--- src/rtl/serial_word_receiver_pkg.sv ---
// Shared constants for the serial link: state encoding and default word geometry.
package serial_word_receiver_pkg;

    localparam int DEF_WIDTH = 16;
    localparam int DEF_CNT_W = 4;

    typedef enum logic {
        ST_IDLE  = 1'b0,
        ST_SHIFT = 1'b1
    } state_t;

endpackage

--- src/rtl/serial_word_receiver_word_hold_reg.sv ---
// Valid/ready holding register for completed words; flags a dropped word as overrun.
module serial_word_receiver_word_hold_reg #(
    parameter int WIDTH = 16
) (
    input  logic             clk,
    input  logic             resetn,
    input  logic             load,
    input  logic [WIDTH-1:0] word_in,
    input  logic             ready,
    input  logic             clear_flags,
    output logic [WIDTH-1:0] word_out,
    output logic             valid,
    output logic             overrun
);

    logic accept;
    logic drop;

    assign accept = load && (!valid || ready);
    assign drop   = load && valid && !ready;

    always_ff @(posedge clk or negedge resetn) begin
        if (!resetn) begin
            word_out <= '0;
            valid    <= 1'b0;
            overrun  <= 1'b0;
        end else begin
            if (accept) begin
                word_out <= word_in;
                valid    <= 1'b1;
            end else if (valid && ready) begin
                valid    <= 1'b0;
            end

            // a drop in the same cycle as a clear keeps the flag set
            if (drop) begin
                overrun <= 1'b1;
            end else if (clear_flags) begin
                overrun <= 1'b0;
            end
        end
    end

endmodule

--- src/rtl/serial_word_receiver.sv ---
// MSB-first serial-to-parallel receiver with framing, abort detection and a word holding register.
//
// state    | meaning
// ---------+-----------------------------------------------
// ST_IDLE  | waiting for frame_start; bit_en ignored
// ST_SHIFT | frame in progress; each bit_en shifts one bit
module serial_word_receiver
    import serial_word_receiver_pkg::*;
#(
    parameter int WIDTH = DEF_WIDTH,
    parameter int CNT_W = DEF_CNT_W
) (
    input  logic             clk,
    input  logic             resetn,
    input  logic             frame_start,
    input  logic             bit_en,
    input  logic             serial_in,
    input  logic             word_ready,
    input  logic             clear_flags,
    output logic [WIDTH-1:0] word_out,
    output logic             word_valid,
    output logic             busy,
    output logic             overrun,
    output logic             frame_err
);

    state_t           state, state_nxt;
    logic [CNT_W-1:0] cnt, cnt_nxt;
    logic [WIDTH-1:0] shift_reg, shift_nxt;
    logic             done;
    logic             abort;

    always_ff @(posedge clk or negedge resetn) begin
        if (!resetn) begin
            state     <= ST_IDLE;
            cnt       <= '0;
            shift_reg <= '0;
            frame_err <= 1'b0;
        end else begin
            state     <= state_nxt;
            cnt       <= cnt_nxt;
            shift_reg <= shift_nxt;
            if (abort) begin
                frame_err <= 1'b1;
            end else if (clear_flags) begin
                frame_err <= 1'b0;
            end
        end
    end

    always_comb begin
        state_nxt = state;
        cnt_nxt   = cnt;
        shift_nxt = shift_reg;
        done      = 1'b0;
        abort     = 1'b0;

        if (frame_start) begin
            // a new frame always restarts; in SHIFT the partial word is thrown away
            abort     = (state == ST_SHIFT);
            state_nxt = ST_SHIFT;
            if (bit_en) begin
                shift_nxt = {{(WIDTH-1){1'b0}}, serial_in};
                cnt_nxt   = CNT_W'(1);
            end else begin
                shift_nxt = '0;
                cnt_nxt   = '0;
            end
        end else if (state == ST_SHIFT && bit_en) begin
            shift_nxt = {shift_reg[WIDTH-2:0], serial_in};
            if (cnt == CNT_W'(WIDTH-1)) begin
                done      = 1'b1;
                state_nxt = ST_IDLE;
                cnt_nxt   = '0;
            end else begin
                cnt_nxt   = cnt + CNT_W'(1);
            end
        end
    end

    assign busy = (state == ST_SHIFT);

    serial_word_receiver_word_hold_reg #(
        .WIDTH(WIDTH)
    ) u_word_hold_reg (
        .clk        (clk),
        .resetn     (resetn),
        .load       (done),
        .word_in    (shift_nxt),
        .ready      (word_ready),
        .clear_flags(clear_flags),
        .word_out   (word_out),
        .valid      (word_valid),
        .overrun    (overrun)
    );

endmodule

--- config.mk ---
export PLATFORM = sky130hd
export DESIGN_NAME = serial_word_receiver
export DESIGN_NICKNAME = d
export VERILOG_FILES = /design/src/rtl/serial_word_receiver_pkg.sv /design/src/rtl/serial_word_receiver_word_hold_reg.sv /design/src/rtl/serial_word_receiver.sv
export SDC_FILE = /design/constraint.sdc
export NUM_CORES = 1
export LEC_CHECK = 0
export ABC_AREA = 1
export CELL_PAD_IN_SITES_DETAIL_PLACEMENT = 1
export CELL_PAD_IN_SITES_GLOBAL_PLACEMENT = 1
export CORE_ASPECT_RATIO = 1.2
export CORE_MARGIN = 2
export CORE_UTILIZATION = 35
export DETAILED_ROUTE_END_ITERATION = 12
export PLACE_DENSITY = 0.83
export SYNTH_ARGS = -nofsm -noshare
export SYNTH_HDL_FRONTEND = slang
export SYNTH_SLANG_ARGS = --single-unit
--- constraint.sdc ---
create_clock -name clk -period 1.3 [get_ports clk]
set_input_delay 0.195 -clock clk [delete_from_list [all_inputs] [get_ports clk]]
set_output_delay 0.195 -clock clk [all_outputs]
set_load 0.005 [all_outputs]
* Word level (Yosys, flattened, before mapping)
Cells that the tools add are included.
Word-level totals: output and inout bits 20, flip-flop bits (word level) 40, bits of input ports 7
Operators by class: multiplexer cells 19, $add $sub $neg 1, reductions and logical operators 14, equality and inequality tests 1
Operators by type and width (number):
- $mux 16 | 2
- $mux 1 | 14
- $mux 4 | 3
- $reduce_bool 2->1 | 5
- $logic_and 1x1->1 | 5
- $add 4x1->4 const B | 1
- $eq 4x4->1 const B | 1
- $logic_not 1->1 | 2
- $reduce_and 2->1 | 1
- $logic_or 1x1->1 | 1

* Logic depth before layout (Yosys ltp)
Gate-level depths: netlist of run 1.
depth in word-level cells 7, gate-level depth with buffers 8

* Hierarchy
Synthesis of run 1 repeated with hierarchy kept, for this count alone.
Unflattened totals: cell total of the unflattened synthesis 171, area total of the unflattened synthesis 1637.8 um2
By module, submodules not included:
- serial_word_receiver | instances 1, area each 909.6 um2, cells an instance 94, seq. area each 550.5 um2
- serial_word_receiver_word_hold_reg | instances 1, area each 728.2 um2, cells an instance 77, seq. area each 450.4 um2

* Least setup slack after synthesis of run 1
OpenSTA, ideal clock, no wires.
path kind register to register, from reg cnt[0], to reg u_word_hold_reg.word_out[0], period minus slack after synthesis 1.284 ns, path slack 0.016 ns, arrival 1.168 ns, path buffers 1, setup time 0.116 ns, cell stages (with the launch flop) 8, cells stage by stage dfrtp_1 -> ha_1 -> nand3_1 -> nor2_1 -> nand2_2 -> buf_4 -> nand2_1 -> nand2_1
On the way: word-level cells in the longest chain between the ends 5
Ends and longest elaborated chain:
- start, declared | RTL line serial_word_receiver.sv:28 | logic [CNT_W-1:0] cnt, cnt_nxt;
- start signal, assigned | RTL line serial_word_receiver.sv:41 | cnt <= cnt_nxt;
- $eq 4x4->1 | RTL line serial_word_receiver.sv:71 | if (cnt == CNT_W'(WIDTH-1)) begin
- $mux 1 | RTL line serial_word_receiver.sv:71
- $mux 1 | RTL line serial_word_receiver.sv:69 | end else if (state == ST_SHIFT && bit_en) begin
- $mux 1 | RTL line serial_word_receiver.sv:58 | if (frame_start) begin
- $logic_and 1x1->1 | RTL line serial_word_receiver_word_hold_reg.sv:19 | assign accept = load && (!valid || ready);
- end signal, assigned | RTL line serial_word_receiver_word_hold_reg.sv:29 | word_out <= word_in;
- end, declared | RTL line serial_word_receiver_word_hold_reg.sv:11 | output logic [WIDTH-1:0] word_out,
No other way between the ends. A chain may end at the register's enable or synchronous reset.

* Worst setup path after layout of run 1
from reg cnt[0], to reg u_word_hold_reg.word_out[4]
The elaborated chain is that of the path after synthesis.

==> results.ini, run 1 <==
[pwr]
power_w = 0.002481
peakVddDrop_mv = 0.7063
powerDensity_nw_per_um2 = 1042
p_leak_nw = 1.313

[grt]
grt_pass1_vias = 1571
grtUsageTotal = 0.1909
antenna_found_initial = 0
gr-total-overflow = 0
grt_max_degree = 41
grt_pass1_wl_um = 7521

[routing]
vias_per_cell = 4.809
wl_per_cell_um = 14.87
dr.first_iter.drc_count = 45
top_layer = met4
drt_first_pass_iters = 4
wirelength_um = 4506
wl_met1_um = 1880
ant_nets = 0
vias = 1457
wl_met2_um = 2342
drc = 0
met3WireLength_um = 184

[sta]
period_share = 0.9930
fin_hold_ws_ns = 0.3779
slew_headroom = 0.8311
worst_pin_slew_ns = 0.2507
rsz0062_at_grt = true
finalCriticalPeriod_ns = 1.291
tns_ns = 0
setup_viol = 0
fmax_mhz = 774.6
hold_viol_final = 0
slew_violations = 0
fin_skew_ns = 0.006160

[setup_path]
cp_data_arrival_time_ns = 1.53
cp_data_required_time_ns = 1.54
critPathCaptureType = flip-flop
critPathMaxFanout = 8
path_class = reg2reg
worst_setup_path_start_kind = flip-flop

[placement]
dp.final_hpwl_um = 2702
io_buffers = 26
gp_congestion = 0.7395
post_dp_cell_area_um2 = 2076

[cells_and_area]
num_antenna_cells = 0
seqCellArea_um2 = 1001
multi_input_area_um2 = 686.9
num-fill-cells = 551
final_area_um2 = 2381
drive_gt1_frac = 0.2327
syn2layout_area_growth_pct = 42.44
final_util = 0.5182
nets = 252

[synthesis]
yosysSeqAreaShare = 0.5988
synth_area_per_cell_um2 = 8.892
syn-cell-area_um2 = 1672
synth_cell_types = 19
syn_inst = 188
synthesis.nets = 196
yosysWarningCount = 0
ys_ff_latch = 40

[cts]
cts_tree = built
clkSinkCount = 40
root_buffer = clkbuf_8
cts_buffers = 5
clk_pin_slew_ns = 0.08
htreeDepth = 2
clkLatencyLatePin_ns = 0.30
cts_buffer_depth = 2

[run]
max-cap-violations = 0

[die]
ioPinCount = 27
dieWidth_um = 67.09
die_y_um = 79.71
core.rowCount = 27
die_area_um2 = 5347
start_util = 0.3638
fp.coreArea_um2 = 4594

[worst_hold_path]
hp-class = in2async

[outcome]
status = finished, final reports clean

[cell type report]
class,instances,area share
clock inverters,3,0.01787
multi-input cells,134,0.2885
clock buffers,5,0.02890
inverters,9,0.01419
well taps,58,0.03048
repair buffers,54,0.1997
flip-flops and latches,40,0.4204
[placed cells by master (no fill, tap or decap), drive strengths merged]
| cell type | n |
|---|---|
| nor2 | 10 |
| clkinvlp | 1 |
| a21oi | 2 |
| dlygate4sd3 | 1 |
| ha | 1 |
| dlygate4sd2 | 20 |
| clkdlybuf4s50 | 5 |
| buf | 28 |
| o21ai | 5 |
| dfrtp | 40 |
| nand3 | 22 |
| inv | 8 |
| clkbuf | 5 |
| o22ai | 1 |
| bufinv | 1 |
| clkinv | 2 |
| nand2 | 93 |
[timing repair]
| item | in CTS | in global routing |
|---|---|---|
| hold buffers | 1 | 0 |
| endpoints found under the setup margin | 36 | 18 |
| gates cloned | 2 | 0 |
| pin swaps | 8 | 12 |
| hold endpoints to repair | 40 | 0 |
| resized for setup | 29 | 12 |
| buffers inserted | 11 | 3 |
[final timing paths]
| check | from | endpoint | slack (ns) | depth (start not counted) |
|---|---|---|---|---|
| worst max-delay path | cnt[0] | u_word_hold_reg.word_out[4] | 0.009 | 7 |
| worst min-delay path | resetn | cnt[0] | 0.38 | 3 |
| worst max register to register | cnt[0] | u_word_hold_reg.word_out[4] | 0.009 | 7 |
| worst min register to register | u_word_hold_reg.word_out[4] | u_word_hold_reg.word_out[4] | 0.48 | 2 |
| max in group asynchronous | resetn | busy | 0.70 | 3 |
| min in group clk | u_word_hold_reg.word_out[4] | u_word_hold_reg.word_out[4] | 0.48 | 2 |
[synthesized netlist by cell type]
cell / count / area, um^2
nand2_1: 89 / 334.1
dfrtp_1: 40 / 1001
nand3_1: 22 / 110.1
inv_1: 6 / 22.52
nor2_1: 6 / 22.52
buf_2: 4 / 20.02
o21ai_0: 3 / 15.01
a21oi_1: 2 / 10.01
buf_4: 2 / 15.01
inv_2: 2 / 7.510
nand2_2: 2 / 12.51
nor2_8: 2 / 40.04
o21ai_1: 2 / 10.01
buf_6: 1 / 11.26
clkinv_1: 1 / 3.750
ha_1: 1 / 12.51
nand2_4: 1 / 11.26
nor2_2: 1 / 6.260
o22ai_1: 1 / 6.260
[power breakdown]
group	internal [W]	total, W	switching [W]
logic	0.0000788	0.000181	0.000102
registers	0.00126	0.00127	0.0000141
clock network	0.000568	0.00103	0.000460
[metrics by stage]
stage / setup WS [ns] / std cells
floorplan: 0.01603 / 188
global placement: -0.1986 / 278
detailed placement: -0.2392 / 278
CTS: 0.004116 / 300
global route: -0.08308 / 303
finish: 0.009079 / 303
[per-layer routing]
layer / track usage / vias to the layer above
met5: 0 / -
met4: 0.06122 / 0
met3: 0.05219 / 9
met2: 0.3208 / 29
met1: 0.2344 / 721
li1: - / 698
[cells by family (layout without fill, tap and decap cells)]
kind of cell             Yosys count  in the layout  share of synthesized area
AO/OA/AOI/OAI                      8              8                    0.02470
adder cells (fa/ha/maj)            1              1                   0.007484
buffers and inverters             16             71                    0.04790
flip-flops                        40             40                     0.5988
AND/OR/NAND/NOR                  123            125                     0.3211
[critical path, cell delays in order, from the launching register on]
cell	delay [ns]
dfrtp_1	0.41
ha_4	0.19
nand2_4	0.06
nor2_4	0.10
nand2_4	0.09
nor2_4	0.23
nand2_1	0.08
nand2_1	0.07
Power figures use the tool's default switching activity.
==> run 2: changes to the inputs <==
Settings changed: CAP_MARGIN set to 40.
==> results of run 2 <==
Same layout as run 1: the final DEF is identical, and so are final timing and power.
